### src/rtl/flash_read_arbiter_pkg.sv
// Shared definitions for the two-requester SPI flash read arbiter:
// opcode, sequencer states and slot tick positions.
package flash_read_arbiter_pkg;

    localparam logic [7:0] FLASH_READ  = 8'h03;
    localparam int         TICK_STROBE = 0;
    localparam int         TICK_SAMPLE = 0;

    typedef enum logic [3:0] {
        S_IDLE,
        S_GAP,
        S_CMD,
        S_A2,
        S_A1,
        S_A0,
        S_DATA,
        S_HOLD,
        S_END
    } state_t;

    // Chip select is low from the first command slot until the last byte is handed off.
    function automatic logic cs_asserted(input state_t s);
        return (s == S_CMD) || (s == S_A2) || (s == S_A1) || (s == S_A0) ||
               (s == S_DATA) || (s == S_HOLD);
    endfunction

endpackage

### src/rtl/flash_read_arbiter_spi.sv
// SPI mode-0 byte engine: a tx or rx strobe starts one 8-bit exchange that is
// clocked out over 16 ce ticks, MSB first; o_q holds the last received byte.
module flash_read_arbiter_spi (
    input  logic       i_clock,
    input  logic       i_reset,
    input  logic       i_ce,
    input  logic       i_tx,
    input  logic       i_rx,
    input  logic [7:0] i_d,
    output logic [7:0] o_q,
    output logic       o_ck,
    output logic       o_mosi,
    input  logic       i_miso
);

    logic [4:0] r_cnt;
    logic       r_ck;
    logic [7:0] r_txsr;
    logic [7:0] r_rxsr;

    always_ff @(posedge i_clock or posedge i_reset) begin
        if (i_reset) begin
            r_cnt  <= '0;
            r_ck   <= 1'b0;
            r_txsr <= '0;
            r_rxsr <= '0;
        end else if (i_tx || i_rx) begin
            // A receive-only exchange shifts out zeros.
            r_cnt  <= 5'd16;
            r_ck   <= 1'b0;
            r_txsr <= i_tx ? i_d : 8'h00;
        end else if (i_ce && (r_cnt != 5'd0)) begin
            r_cnt <= r_cnt - 5'd1;
            if (!r_ck) begin
                r_ck   <= 1'b1;
                r_rxsr <= {r_rxsr[6:0], i_miso};
            end else begin
                r_ck   <= 1'b0;
                r_txsr <= {r_txsr[6:0], 1'b0};
            end
        end
    end

    assign o_q    = r_rxsr;
    assign o_ck   = r_ck;
    assign o_mosi = r_txsr[7];

endmodule

### src/rtl/flash_read_arbiter.sv
// Round-robin arbiter sharing the SPI flash between a boot/config reader and a
// ROM loader: issues READ + 24-bit address, then streams bytes with back-pressure.
module flash_read_arbiter
    import flash_read_arbiter_pkg::*;
#(
    parameter int SLOT = 16,
    parameter int GAP  = 14,
    parameter int LENW = 16
) (
    input  logic            clock,
    input  logic            reset,
    input  logic            pe,
    input  logic            ne,
    input  logic [1:0]      req,
    input  logic [23:0]     addr0,
    input  logic [LENW-1:0] len0,
    input  logic [23:0]     addr1,
    input  logic [LENW-1:0] len1,
    output logic [1:0]      gnt,
    output logic            busy,
    output logic [7:0]      q,
    output logic            valid,
    input  logic            ready,
    output logic            done,
    output logic            cs,
    output logic            ck,
    input  logic            miso,
    output logic            mosi
);

    localparam int TMAX = (SLOT > GAP) ? SLOT : GAP;
    localparam int TW   = $clog2(TMAX + 1);

    state_t          r_state;
    state_t          w_next;
    logic [TW-1:0]   r_tick;
    logic [TW-1:0]   w_tick_nx;
    logic            r_armed;
    logic [23:0]     r_addr;
    logic [LENW-1:0] r_rem;
    logic            r_sel;
    logic            r_last;
    logic [1:0]      r_gnt;
    logic            r_busy;
    logic [7:0]      r_q;
    logic            r_valid;
    logic            r_cs;
    logic            r_done;

    logic            w_sel;
    logic [23:0]     w_addr;
    logic [LENW-1:0] w_len;
    logic            w_grant;
    logic            w_tx;
    logic            w_rx;
    logic            w_arm;
    logic            w_cap;
    logic            w_accept;
    logic [7:0]      w_d;
    logic [7:0]      w_spi_q;

    // The requester not granted last wins a tie.
    always_comb begin
        w_sel = req[1];
        if (req == 2'b11) begin
            w_sel = ~r_last;
        end
        w_addr = w_sel ? addr1 : addr0;
        w_len  = w_sel ? len1  : len0;
    end

    assign w_accept = r_valid & ready;

    always_ff @(posedge clock or posedge reset) begin
        if (reset) begin
            r_state <= S_IDLE;
        end else begin
            r_state <= w_next;
        end
    end

    always_comb begin
        w_next    = r_state;
        w_tick_nx = r_tick;
        w_grant   = 1'b0;
        w_tx      = 1'b0;
        w_rx      = 1'b0;
        w_arm     = 1'b0;
        w_cap     = 1'b0;
        case (r_state)
            S_IDLE: begin
                if (pe && (req != 2'b00)) begin
                    w_grant   = 1'b1;
                    w_tick_nx = '0;
                    w_next    = (w_len == '0) ? S_END : S_GAP;
                end
            end
            S_GAP: begin
                if (pe) begin
                    if (r_tick == TW'(GAP - 1)) begin
                        w_tick_nx = '0;
                        w_next    = S_CMD;
                    end else begin
                        w_tick_nx = r_tick + TW'(1);
                    end
                end
            end
            S_CMD, S_A2, S_A1, S_A0: begin
                if (pe) begin
                    w_tx = (r_tick == TW'(TICK_STROBE));
                    if (r_tick == TW'(SLOT - 1)) begin
                        w_tick_nx = '0;
                        case (r_state)
                            S_CMD:   w_next = S_A2;
                            S_A2:    w_next = S_A1;
                            S_A1:    w_next = S_A0;
                            default: w_next = S_DATA;
                        endcase
                    end else begin
                        w_tick_nx = r_tick + TW'(1);
                    end
                end
            end
            S_DATA: begin
                // The byte is complete on the first tick of the slot after its strobe.
                if (pe) begin
                    if (r_armed) begin
                        if (r_tick == TW'(TICK_SAMPLE)) begin
                            w_cap  = 1'b1;
                            w_next = S_HOLD;
                        end
                    end else begin
                        w_rx = (r_tick == TW'(TICK_STROBE));
                        if (r_tick == TW'(SLOT - 1)) begin
                            w_tick_nx = '0;
                            w_arm     = 1'b1;
                        end else begin
                            w_tick_nx = r_tick + TW'(1);
                        end
                    end
                end
            end
            S_HOLD: begin
                if (w_accept) begin
                    if (r_rem == '0) begin
                        w_next = S_END;
                    end else if ((req & r_gnt) != 2'b00) begin
                        w_next = S_DATA;
                    end else begin
                        w_next = S_END;
                    end
                end
            end
            S_END: begin
                w_next = S_IDLE;
            end
            default: begin
                w_next = S_IDLE;
            end
        endcase
    end

    always_comb begin
        case (r_state)
            S_CMD:   w_d = FLASH_READ;
            S_A2:    w_d = r_addr[23:16];
            S_A1:    w_d = r_addr[15:8];
            S_A0:    w_d = r_addr[7:0];
            default: w_d = 8'h00;
        endcase
    end

    always_ff @(posedge clock or posedge reset) begin
        if (reset) begin
            r_tick  <= '0;
            r_armed <= 1'b0;
            r_addr  <= '0;
            r_rem   <= '0;
            r_sel   <= 1'b0;
            r_last  <= 1'b1;
            r_gnt   <= 2'b00;
            r_busy  <= 1'b0;
            r_q     <= 8'h00;
            r_valid <= 1'b0;
            r_cs    <= 1'b1;
            r_done  <= 1'b0;
        end else begin
            r_tick <= w_tick_nx;
            r_cs   <= !cs_asserted(w_next);
            r_done <= (w_next == S_END);
            if (w_arm) begin
                r_armed <= 1'b1;
            end else if (w_cap) begin
                r_armed <= 1'b0;
            end
            if (w_grant) begin
                r_addr <= w_addr;
                r_rem  <= w_len;
                r_sel  <= w_sel;
                r_gnt  <= w_sel ? 2'b10 : 2'b01;
                r_busy <= 1'b1;
            end
            if (w_cap) begin
                r_q     <= w_spi_q;
                r_valid <= 1'b1;
                r_rem   <= r_rem - LENW'(1);
            end else if (w_accept) begin
                r_valid <= 1'b0;
            end
            if (r_state == S_END) begin
                r_gnt  <= 2'b00;
                r_busy <= 1'b0;
                r_last <= r_sel;
            end
        end
    end

    flash_read_arbiter_spi Flash (
        .i_clock (clock),
        .i_reset (reset),
        .i_ce    (ne),
        .i_tx    (w_tx),
        .i_rx    (w_rx),
        .i_d     (w_d),
        .o_q     (w_spi_q),
        .o_ck    (ck),
        .o_mosi  (mosi),
        .i_miso  (miso)
    );

    assign gnt   = r_gnt;
    assign busy  = r_busy;
    assign q     = r_q;
    assign valid = r_valid;
    assign done  = r_done;
    assign cs    = r_cs;

endmodule

### config.mk
export PLATFORM = sky130hd
export DESIGN_NAME = flash_read_arbiter
export DESIGN_NICKNAME = d
export VERILOG_FILES = /design/src/rtl/flash_read_arbiter_pkg.sv /design/src/rtl/flash_read_arbiter_spi.sv /design/src/rtl/flash_read_arbiter.sv
export SDC_FILE = /design/constraint.sdc
export NUM_CORES = 1
export LEC_CHECK = 0
export CORE_ASPECT_RATIO = 0.9
export CORE_MARGIN = 2
export CORE_UTILIZATION = 45
export DETAILED_ROUTE_END_ITERATION = 16
export GPL_TIMING_DRIVEN = 0
export PLACE_DENSITY = 0.79
export RECOVER_POWER = 50
export SYNTH_ARGS = -nofsm -noshare
export SYNTH_HDL_FRONTEND = slang
export SYNTH_SLANG_ARGS = --single-unit
### constraint.sdc
create_clock -name clock -period 3.3 [get_ports clock]
set_clock_uncertainty 0.1 [all_clocks]
set_input_delay 0.33 -clock clock [delete_from_list [all_inputs] [get_ports clock]]
set_output_delay 0.33 -clock clock [all_outputs]
set_load 0.005 [all_outputs]
==> results.yml <==
run_status:
  outcome: "finished with violations"
  violations: "capacitance limit, slew limit"
placement:
  dpl_cell_area_um2: 6090
  place_hpwl_um: 10100
  io_buffers: 102
  place_congestion: 0.876
  pre_cts_slack_ps: 588
setup_path:
  r2r_setup_slack_ps: 790
  arrival_ps: 2610
  worstPathRequired_ps: 3400
  critPathCaptureType: "flop"
  setup.worst_path.start_class: "flop"
  worst-path-max-fanout: 7
  worstSetupPathType: "flop to flop"
timing:
  max_slew_margin_pct: -24.5
  fin_ws_ps: 786
  final_hold_viol_count: 0
  fin_crit_ps: 2510
  setup_viol: 0
  maxSlewViolCount: 40
  fin_crit_sh_pct: 76.2
  worstMarginPinSlew_ps: 1860
  max_freq_ghz: 0.398
  rsz0062_at_grt: "false"
clock_network:
  cts_made_buffers: 9
  cts_setup_buffers: 0
  clockBufferDepth: 2
  cts_hold_buffers: 0
  clock-sinks: 88
  cts_tree: "yes"
  cts_resized: 0
  cts_root_buf: "clkbuf_16"
  worst_skew_pair.late_latency_ps: 340
  htree_levels: 3
  path_clk_slew_ps: 70
yosys:
  yosysMostFrequentCell: "nand2_1"
  netlist.top_cell.by_area: "dfrtp_1"
  synth-main-ff-cell: "dfrtp_1"
  yosysSeqAreaShare_pct: 45.2
  yosysWarnings: 0
  syn_inst: 519
  syn_avg_cell_area_um2: 9.39
  synth_edf_count: 0
  ys_ff_latch: 88
  synthDistinctLibCells: 65
  yosysTopAreaCellShare_pct: 44.1
  synthTopCellsByArea: "dfrtp_1 (44%), nand2_1 (7.0%), mux2_2 (5.5%)"
  netlist_area_um2: 4880
  ys_top_cells_by_count: "nand2_1 (91), dfrtp_1 (86), nor2_1 (50)"
  async_flop_share_pct: 100
  syn-num-nets: 615
pwr:
  power_density_nw_per_um2: 727
  power_mw: 4.67
  switching_share_pct: 34.7
  p_int_mw: 3.05
  p_leak_nw: 2.79
  clockPowerShare_pct: 24.6
  p_switching_mw: 1.62
  vdd_ir_drop_max_uv: 324
  p_comb_share_pct: 36.0
  p_seq_share_pct: 39.4
die:
  die_width_um: 114
  fp.dieH_um: 103
  initial_utilization_pct: 45.7
  core-area_um2: 10700
  rows: 36
  die_area_um2: 11700
  ios: 104
drt:
  firstDrtPassIters: 5
  wirelength_um: 13600
  vias_per_cell: 5.81
  route.vias.total: 4478
  drt-initial-drc-count: 378
  ant_nets: 0
  wl_per_cell_um: 17.6
  drc: 0
global_route:
  grt_max_degree: 50
  antenna_found_initial: 0
  grt-ovfl-total: 0
  grt_pass1_wl_um: 21700
  grt_pass1_vias: 4328
  grt_usage_pct: 23.7
layout:
  diodes: 0
  area_growth_syn_to_layout_pct: 31.8
  layout-drive-gt1-share_pct: 12.2
  fillers: 892
  nets: 729
  fin_area_um2: 6430
worst_hold_path:
  min_path_type: "input port to flop"
job:
  max_cap_viol_count: 1
## cell type report
type / count / area [um^2] / area share, %
buffer: 31 / 166 / 2.59
clock buffer: 10 / 239 / 3.72
clock inverter: 6 / 97.6 / 1.52
inverter: 20 / 76.3 / 1.19
multi-input combinational: 380 / 2430 / 37.8
sequential: 88 / 2200 / 34.3
tap: 133 / 166 / 2.59
timing repair buffer: 103 / 1050 / 16.3
## metal layers
| metal | up-vias | global-route usage, % | part of all wire (%) |
|---|---|---|---|
| met5 | - | 0 | 0 |
| met4 | 0 | 6.19 | 1.6 |
| met3 | 18 | 4.59 | 6.5 |
| met2 | 198 | 40.2 | 47 |
| met1 | 2158 | 31.8 | 45 |
| li1 | 2104 | - | - |
## worst paths after layout
path / from / cells past startpoint / end
min: pe / 3 / r_armed$_DFFE_PP0P_
min in group asynchronous: reset / 2 / q[0]$_DFFE_PP0P_
max in group asynchronous: reset / 3 / Flash.r_txsr[2]$_DFFE_PP0P_
max: r_rem[3]$_DFFE_PP0P_ / 6 / r_state[2]$_DFF_PP0_
max reg2reg: r_rem[3]$_DFFE_PP0P_ / 6 / r_state[2]$_DFF_PP0_
min reg2reg: busy$_DFFE_PP0P_ / 2 / busy$_DFFE_PP0P_
## cells in the final DEF (no fill, tap or decap), types with 9 or more instances in the layout
master           instances
dfrtp_1                 86
a31oi_1                 32
inv_1                   19
o21ai_0                 11
nand3_1                  9
mux2_2                  24
clkdlybuf4s50_1         95
nor2_1                  50
nor4_1                   9
nand2_1                 91
clkbuf_1                18
clkbuf_16                9
a21oi_1                 19
## state kept, by name, indices dropped and copies added, names as in the netlist, 2 cells and up
signal	count
Flash.r_txsr	8
r_rem	16
Flash.o_q	8
r_tick	5
gnt	2
r_state	4
q	8
Flash.r_cnt	5
r_addr	24
## power by group through the flow
stage | logic, mW | registers (mW) | clock network (mW)
after global placement | 1.60 | 1.83 | 0
after detailed placement | 1.66 | 1.85 | 0
final | 1.68 | 1.84 | 1.15
after global routing | 1.85 | 1.90 | 1.20
after CTS | 1.68 | 1.83 | 1.16
after floorplan | 1.23 | 1.75 | 0
## critical path, stage by stage, from the launching register on
cell and delay (ps):
dfrtp_1 460, nor4_1 480, and4b_1 280, clkbuf_1 280, a31oi_1 220, o21ai_0 410
a21oi_1 140
## metrics by stage
step	cells	hold WS, ps	setup TNS, ps	utilization, %
detailed placement	755	367	0	57.1
global placement	754	357	-61160	56.8
CTS	771	229	0	60.2
global route	771	263	0	60.2
finish	771	224	0	60.2
floorplan	519	337	0	-
## cells by family (layout without fill, tap and decap cells)
family	Yosys count	after routing	share of synthesized area [%]
and+or+nand+nor	204	204	19.7
AOI/OAI and AO/OA	125	125	18.0
DFF	88	88	45.2
buffers and inverters	51	170	4.98
muxes	37	37	9.03
adders and majority gates	8	8	2.05
xor gates and xnor gates	6	6	1.08
No activity file was read; power rests on OpenSTA's default activity.
